### config.mk
export PLATFORM = sky130hd
export DESIGN_NAME = dpu_ibuf
export DESIGN_NICKNAME = d
export VERILOG_FILES = /design/src/rtl/dpu_ibuf.sv
export SDC_FILE = /design/constraint.sdc
export NUM_CORES = 1
export LEC_CHECK = 0
export ABC_AREA = 1
export ABC_CLOCK_PERIOD_IN_PS = 3800
export CAP_MARGIN = 5
export CORE_MARGIN = 8
export CORE_UTILIZATION = 45
export DETAILED_ROUTE_END_ITERATION = 6
export DONT_BUFFER_PORTS = 1
export GPL_TIMING_DRIVEN = 0
export SYNTH_ARGS = -nofsm -noshare
export SYNTH_HDL_FRONTEND = slang
export SYNTH_SLANG_ARGS = --single-unit
### constraint.sdc
create_clock -name clk_i -period 3.8 [get_ports clk_i]
set_input_delay 0.76 -clock clk_i [delete_from_list [all_inputs] [get_ports clk_i]]
set_output_delay 0.76 -clock clk_i [all_outputs]
set_load 0.05 [all_outputs]
### src/rtl/dpu_ibuf.sv
// Decode-stage instruction/PC queue between the PFU and execute, with
// flush/stall handling and JAL redirect detection at the queue head.
module dpu_ibuf #(
  parameter  int INST_W = 32,
  parameter  int PC_W   = 32,
  parameter  int DEPTH  = 4,
  localparam int CNT_W  = $clog2(DEPTH + 1)
) (
  input  logic              clk_i,
  input  logic              rst_ni,
  input  logic              pfu2dpu_valid_i,
  input  logic [INST_W-1:0] pfu2dpu_inst_i,
  input  logic [PC_W-1:0]   pfu2dpu_pc_i,
  output logic              dpu2pfu_ready_o,
  input  logic              ctrl2dpu_flush_i,
  input  logic              ctrl2dpu_stall_i,
  output logic              dpu2ex_valid_o,
  output logic [INST_W-1:0] dpu2ex_inst_o,
  output logic [PC_W-1:0]   dpu2ex_pc_o,
  input  logic              ex2dpu_ready_i,
  output logic [PC_W-1:0]   dpu2ctrl_branch_pc_o,
  output logic              dpu2ctrl_valid_o,
  output logic [CNT_W-1:0]  dpu2ctrl_count_o
);

  localparam int AW = $clog2(DEPTH);
  localparam int PW = AW + 1;
  localparam logic [PW-1:0] PTR_ONE = PW'(1);
  localparam logic [6:0] OPC_JAL = 7'b1101111;

  logic [INST_W-1:0] inst_mem [DEPTH];
  logic [PC_W-1:0]   pc_mem   [DEPTH];
  logic [PW-1:0]     wptr_q, rptr_q;
  logic [CNT_W-1:0]  count_q;
  logic [PC_W-1:0]   branch_pc_q;
  logic              redir_vld_p1;

  logic empty, full, enq, deq, jal_take;
  logic [INST_W-1:0] head_inst;
  logic [PC_W-1:0]   head_pc;

  // J-type immediate from inst[31:12], sign-extended to PC_W.
  function automatic logic signed [PC_W-1:0] j_imm(input logic [19:0] hi);
    logic signed [20:0] imm;
    imm = {hi[19], hi[7:0], hi[8], hi[18:9], 1'b0};
    return {{(PC_W-21){imm[20]}}, imm};
  endfunction

  assign empty     = (wptr_q == rptr_q);
  assign full      = (wptr_q[AW-1:0] == rptr_q[AW-1:0]) && (wptr_q[AW] != rptr_q[AW]);
  assign head_inst = inst_mem[rptr_q[AW-1:0]];
  assign head_pc   = pc_mem[rptr_q[AW-1:0]];

  assign dpu2pfu_ready_o = !full && !ctrl2dpu_flush_i;
  assign dpu2ex_valid_o  = !empty && !ctrl2dpu_stall_i;
  assign dpu2ex_inst_o   = head_inst;
  assign dpu2ex_pc_o     = head_pc;

  assign enq      = pfu2dpu_valid_i && dpu2pfu_ready_o;
  assign deq      = dpu2ex_valid_o && ex2dpu_ready_i;
  assign jal_take = deq && (head_inst[6:0] == OPC_JAL);

  // Queue state and redirect register; flush outranks JAL, JAL outranks enqueue.
  always_ff @(posedge clk_i or negedge rst_ni) begin
    if (!rst_ni) begin
      wptr_q       <= '0;
      rptr_q       <= '0;
      count_q      <= '0;
      branch_pc_q  <= '0;
      redir_vld_p1 <= 1'b0;
      for (int i = 0; i < DEPTH; i++) begin
        inst_mem[i] <= '0;
        pc_mem[i]   <= '0;
      end
    end else begin
      redir_vld_p1 <= 1'b0;
      if (ctrl2dpu_flush_i) begin
        wptr_q  <= rptr_q;
        count_q <= '0;
      end else if (jal_take) begin
        rptr_q       <= rptr_q + PTR_ONE;
        wptr_q       <= rptr_q + PTR_ONE;
        count_q      <= '0;
        redir_vld_p1 <= 1'b1;
        branch_pc_q  <= PC_W'($signed(head_pc) + j_imm(head_inst[31:12]));
      end else begin
        if (enq) begin
          inst_mem[wptr_q[AW-1:0]] <= pfu2dpu_inst_i;
          pc_mem[wptr_q[AW-1:0]]   <= pfu2dpu_pc_i;
          wptr_q                   <= wptr_q + PTR_ONE;
        end
        if (deq) begin
          rptr_q <= rptr_q + PTR_ONE;
        end
        count_q <= count_q + CNT_W'(enq) - CNT_W'(deq);
      end
    end
  end

  assign dpu2ctrl_branch_pc_o = branch_pc_q;
  assign dpu2ctrl_valid_o     = redir_vld_p1;
  assign dpu2ctrl_count_o     = count_q;

endmodule
==> metrics.md <==
| Metric | Value |
|---|---|
| Status | `complete, but fails checks` |
| Failing checks | `hold timing` |
| CP Buf/Inv Count | `3` |
| Hold/Removal Path Class | `input pin to async pin` |
| Largest net degree at the start of global routing | `roughly 300` |
| Total routed wirelength | `52,800 um` |
| DRC | `0` |
| Later-pin clock latency in the skew report | `between 500 and 600 ps` |
| Pre-antenna DRT Iters | `6` |
| Syn-to-layout area delta | `17.5%` |
| Slowest cell on crit path | `o22ai_4` |
| Worst path max stage delay | `520 ps` |
| Die height | `around 200 um` |
| Delay-heaviest family, CP | `simple AND/OR/NAND/NOR gates` |
| Critical path endpoint category | `flop` |
| Dominant synthesized flop cell | `dfrtp_1` |
| Fin worst setup slack | `about 160 ps` |
| DIE AREA | `39,200 um^2` |
| Initial drt markers | `1,198` |
| Yosys warning count | `0` |
| Hold violation total from the final report | `70` |
| Synth async-reset ratio | `between 90% and 100%` |
| #FFs+latches synth | `298` |
| Met2 wire len | `about 24,000 um` |
| Gpl congestion | `~0.93` |
| Part of the Yosys area used for sequential elements | `approximately 50%` |
| Fin area | `17,500 um^2` |
| Max transition margin | `around 17%` |
| CTS Buf Count | `35` |
| Synthesized area per cell | `a little under 8 um^2` |
| Startpoint Class | `flop` |
| Initial Util | `around 46%` |
| DPL Wire Length | `roughly 38,000 um` |
| Crit-path cells | `buf_8 > clkbuf_2 > o21ai_0 > o22ai_4 > ha_4 > inv_1 > fa_1 > nand3b_1 > nand2_2 > nand2_1 > nand2_1 > nand2_1 > nand2_1 > nand2_1 > nand2_1 > nand2_1 > nand3_1 > nand2_1` |
| Unique masters post-synth | `29` |
| Clock skew | `about 15 ps` |
| Worst-margin pin slew | `between 1000 and 1500 ps` |
| Core Footprint | `around 33,000 um^2` |
| Metal-1 WL | `between 20,000 and 25,000 um` |
| Uppermost layer routed | `met5` |
| Layout cells sized above 1 | `approximately 12%` |
| Nets | `around 2,100` |
| DIE WIDTH | `198 um` |
| Post-synth EDFFs | `0` |
| Htree depth | `2` |
| # clock sinks | `approximately 300` |
| Net Count, Synth | `slightly above 2,000` |
| DR vias/cell | `around 5.6` |
| Synth Instances | `approximately 1,900` |
| DRT antenna net count | `0` |
| Critical path peak fanout | `10` |
| Synthesized cell area | `14,900 um^2` |
| Vias in the first global route | `~13,000` |
| Row Count | `66` |
| CTS tree | `done` |
| Initial antenna violation count | `5` |
| Via count | `13,633` |
| Max Fclk | `between 0.2 and 0.3 GHz` |
| CP dominant cell by count | `nand2_1` |
| CTS clock-pin slew for the worst setup and hold paths | `60 ps` |
| Congestion Overflow GR | `0` |
| Setup WS pre-CTS | `-1700 ps` |
| Detailed-routed wire length on met3 | `4990 um` |
| Hold Slack | `-53.5 ps` |
| Final setup vio count | `0` |
| Placed inst area | `about 16,000 um^2` |
| Clk root buf | `clkbuf_16` |
| IO Pins | `about 170` |
| Critical path arrival | `approximately 4100 ps` |
| First-pass GRT wire length | `about 80,000 um` |
| Setup CP Type | `flop to flop` |
| Critical path required time | `between 4000 and 5000 ps` |
| Max Cap Viol | `0` |
| Final Max Slew Viols | `0` |
| Clk buf depth | `3` |
| Tot GR Track Use | `around a quarter` |
| I/O Buffers | `0` |
| RSZ-0062 raised after global routing | `true` |
| Detailed-route wire length per cell | `21.6 um` |
| Minimum clock period | `approximately 3600 ps` |
| Final Cycle Share | `95.9%` |
## cell families (layout without fill, tap and decap cells)
| logic type | count (synthesis) | after routing | synth area share (%) |
|---|---|---|---|
| simple gates | 788 | 788 | 20.9 |
| compound gates | 495 | 495 | 17.2 |
| flops | 298 | 298 | 50.0 |
| buf+inv | 265 | 356 | 7.41 |
| fa+ha+maj | 39 | 39 | 3.37 |
| xor+xnor | 20 | 20 | 1.17 |
| other cells | 0 | 4 | 0 |
## stage by stage
stage,setup TNS [ps],hold slack [ps],instances,util [%]
after floorplan,0,448,1905,-
after global placement,-55970,461,2347,47.5
after detailed placement,-51400,467,2379,48.7
after CTS,0,-72.5,2436,53.4
after global routing,-50.5,-74.0,2439,53.7
final,0,-53.5,2442,53.7
## Yosys cell counts, types with 2 or more instances
cell	count	area share, %
nand3_1	58	1.9
o22ai_1	54	2.3
nand3b_1	7	0.35
xor2_1	6	0.35
inv_1	156	3.9
o21ai_1	13	0.44
nor2_1	174	4.4
buf_4	4	0.20
inv_2	4	0.10
dfrtp_1	298	50
buf_2	59	2.0
o21ai_0	378	13
clkbuf_1	34	0.86
nand2_1	534	13
nor3_1	3	0.10
o21bai_1	3	0.15
a21oi_1	44	1.5
buf_1	4	0.10
buf_6	3	0.23
ha_1	37	3.1
nor2_2	3	0.13
nand4_1	7	0.29
a32oi_1	2	0.12
fa_1	2	0.27
xnor2_1	14	0.82
## worst paths after layout
kind	slack [ps]	cells past startpoint	to	from
min	-50	0	inst_mem[123]	rst_ni
min reg2reg	480	2	pc_mem[78]	pc_mem[78]
max	160	18	dpu2ctrl_branch_pc_o[31]	rptr_q[0]
max reg2reg	160	18	dpu2ctrl_branch_pc_o[31]	rptr_q[0]
max in group asynchronous	3260	0	dpu2ctrl_branch_pc_o[21]	rst_ni
min in group clk_i	410	2	inst_mem[70]	pfu2dpu_inst_i[6]
## per-layer routing
layer / GRT usage (%) / vias to the layer above
met5: 0 / -
met4: 7.47 / 6
met3: 7.13 / 92
met2: 41.6 / 560
met1: 36.3 / 6616
li1: - / 6359
## worst register-to-register path, stage by stage, from the launching register on
cell and delay (ps):
dfrtp_2 490, buf_8 200, clkbuf_2 280, o21ai_0 200
o22ai_4 520, ha_4 240, inv_1 50, fa_1 390
nand3b_1 190, nand2_2 120, nand2_1 60, nand2_1 130
nand2_1 70, nand2_1 220, nand2_1 110, nand2_1 80
nand2_1 40, nand3_1 80, nand2_1 60
## layout by cell type, fill, tap and decap left out, drive strengths merged
cell type and instances:
a21oi 44, a31oi 1, a32oi 2, buf 107, bufinv 2, clkbuf 79
clkinv 7, dfrtp 298, diode 4, fa 2, ha 37, inv 161
nand2 534, nand3 59, nand3b 7, nand4 7, nor2 178, nor3 3
o21ai 391, o21bai 3, o22ai 54, xnor2 14, xor2 6
## layout make-up
| cell class | instances | area (um^2) |
|---|---|---|
| plain buffers | 101 | 583 |
| clock buffers | 51 | 1020 |
| flip-flops and latches | 298 | 7460 |
| inverters | 161 | 614 |
| well taps | 442 | 553 |
| fillers | 3185 | 15100 |
| multi-input cells | 1342 | 6790 |
| clock inverters | 9 | 139 |
| diodes | 4 | 10.0 |
| repair buffers | 34 | 360 |
## sequential cells by signal (all words and copies together), names as in the netlist
| register | cells |
|---|---|
| dpu2ctrl_branch_pc_o | 32 |
| dpu2ctrl_count_o | 3 |
| dpu2ctrl_valid_o | 1 |
| inst_mem | 128 |
| pc_mem | 128 |
| rptr_q | 3 |
| wptr_q | 3 |
## repair_timing
item,in CTS,in global routing
setup buffers,0,2
hold endpoints to repair,298,298
pin swaps,3,8
resized for setup,83,50
endpoints found under the setup margin,83,23
Power is left out: the tool's default activity adds up to more than one toggle a clock period on the data nets, which glitch-free logic cannot reach.
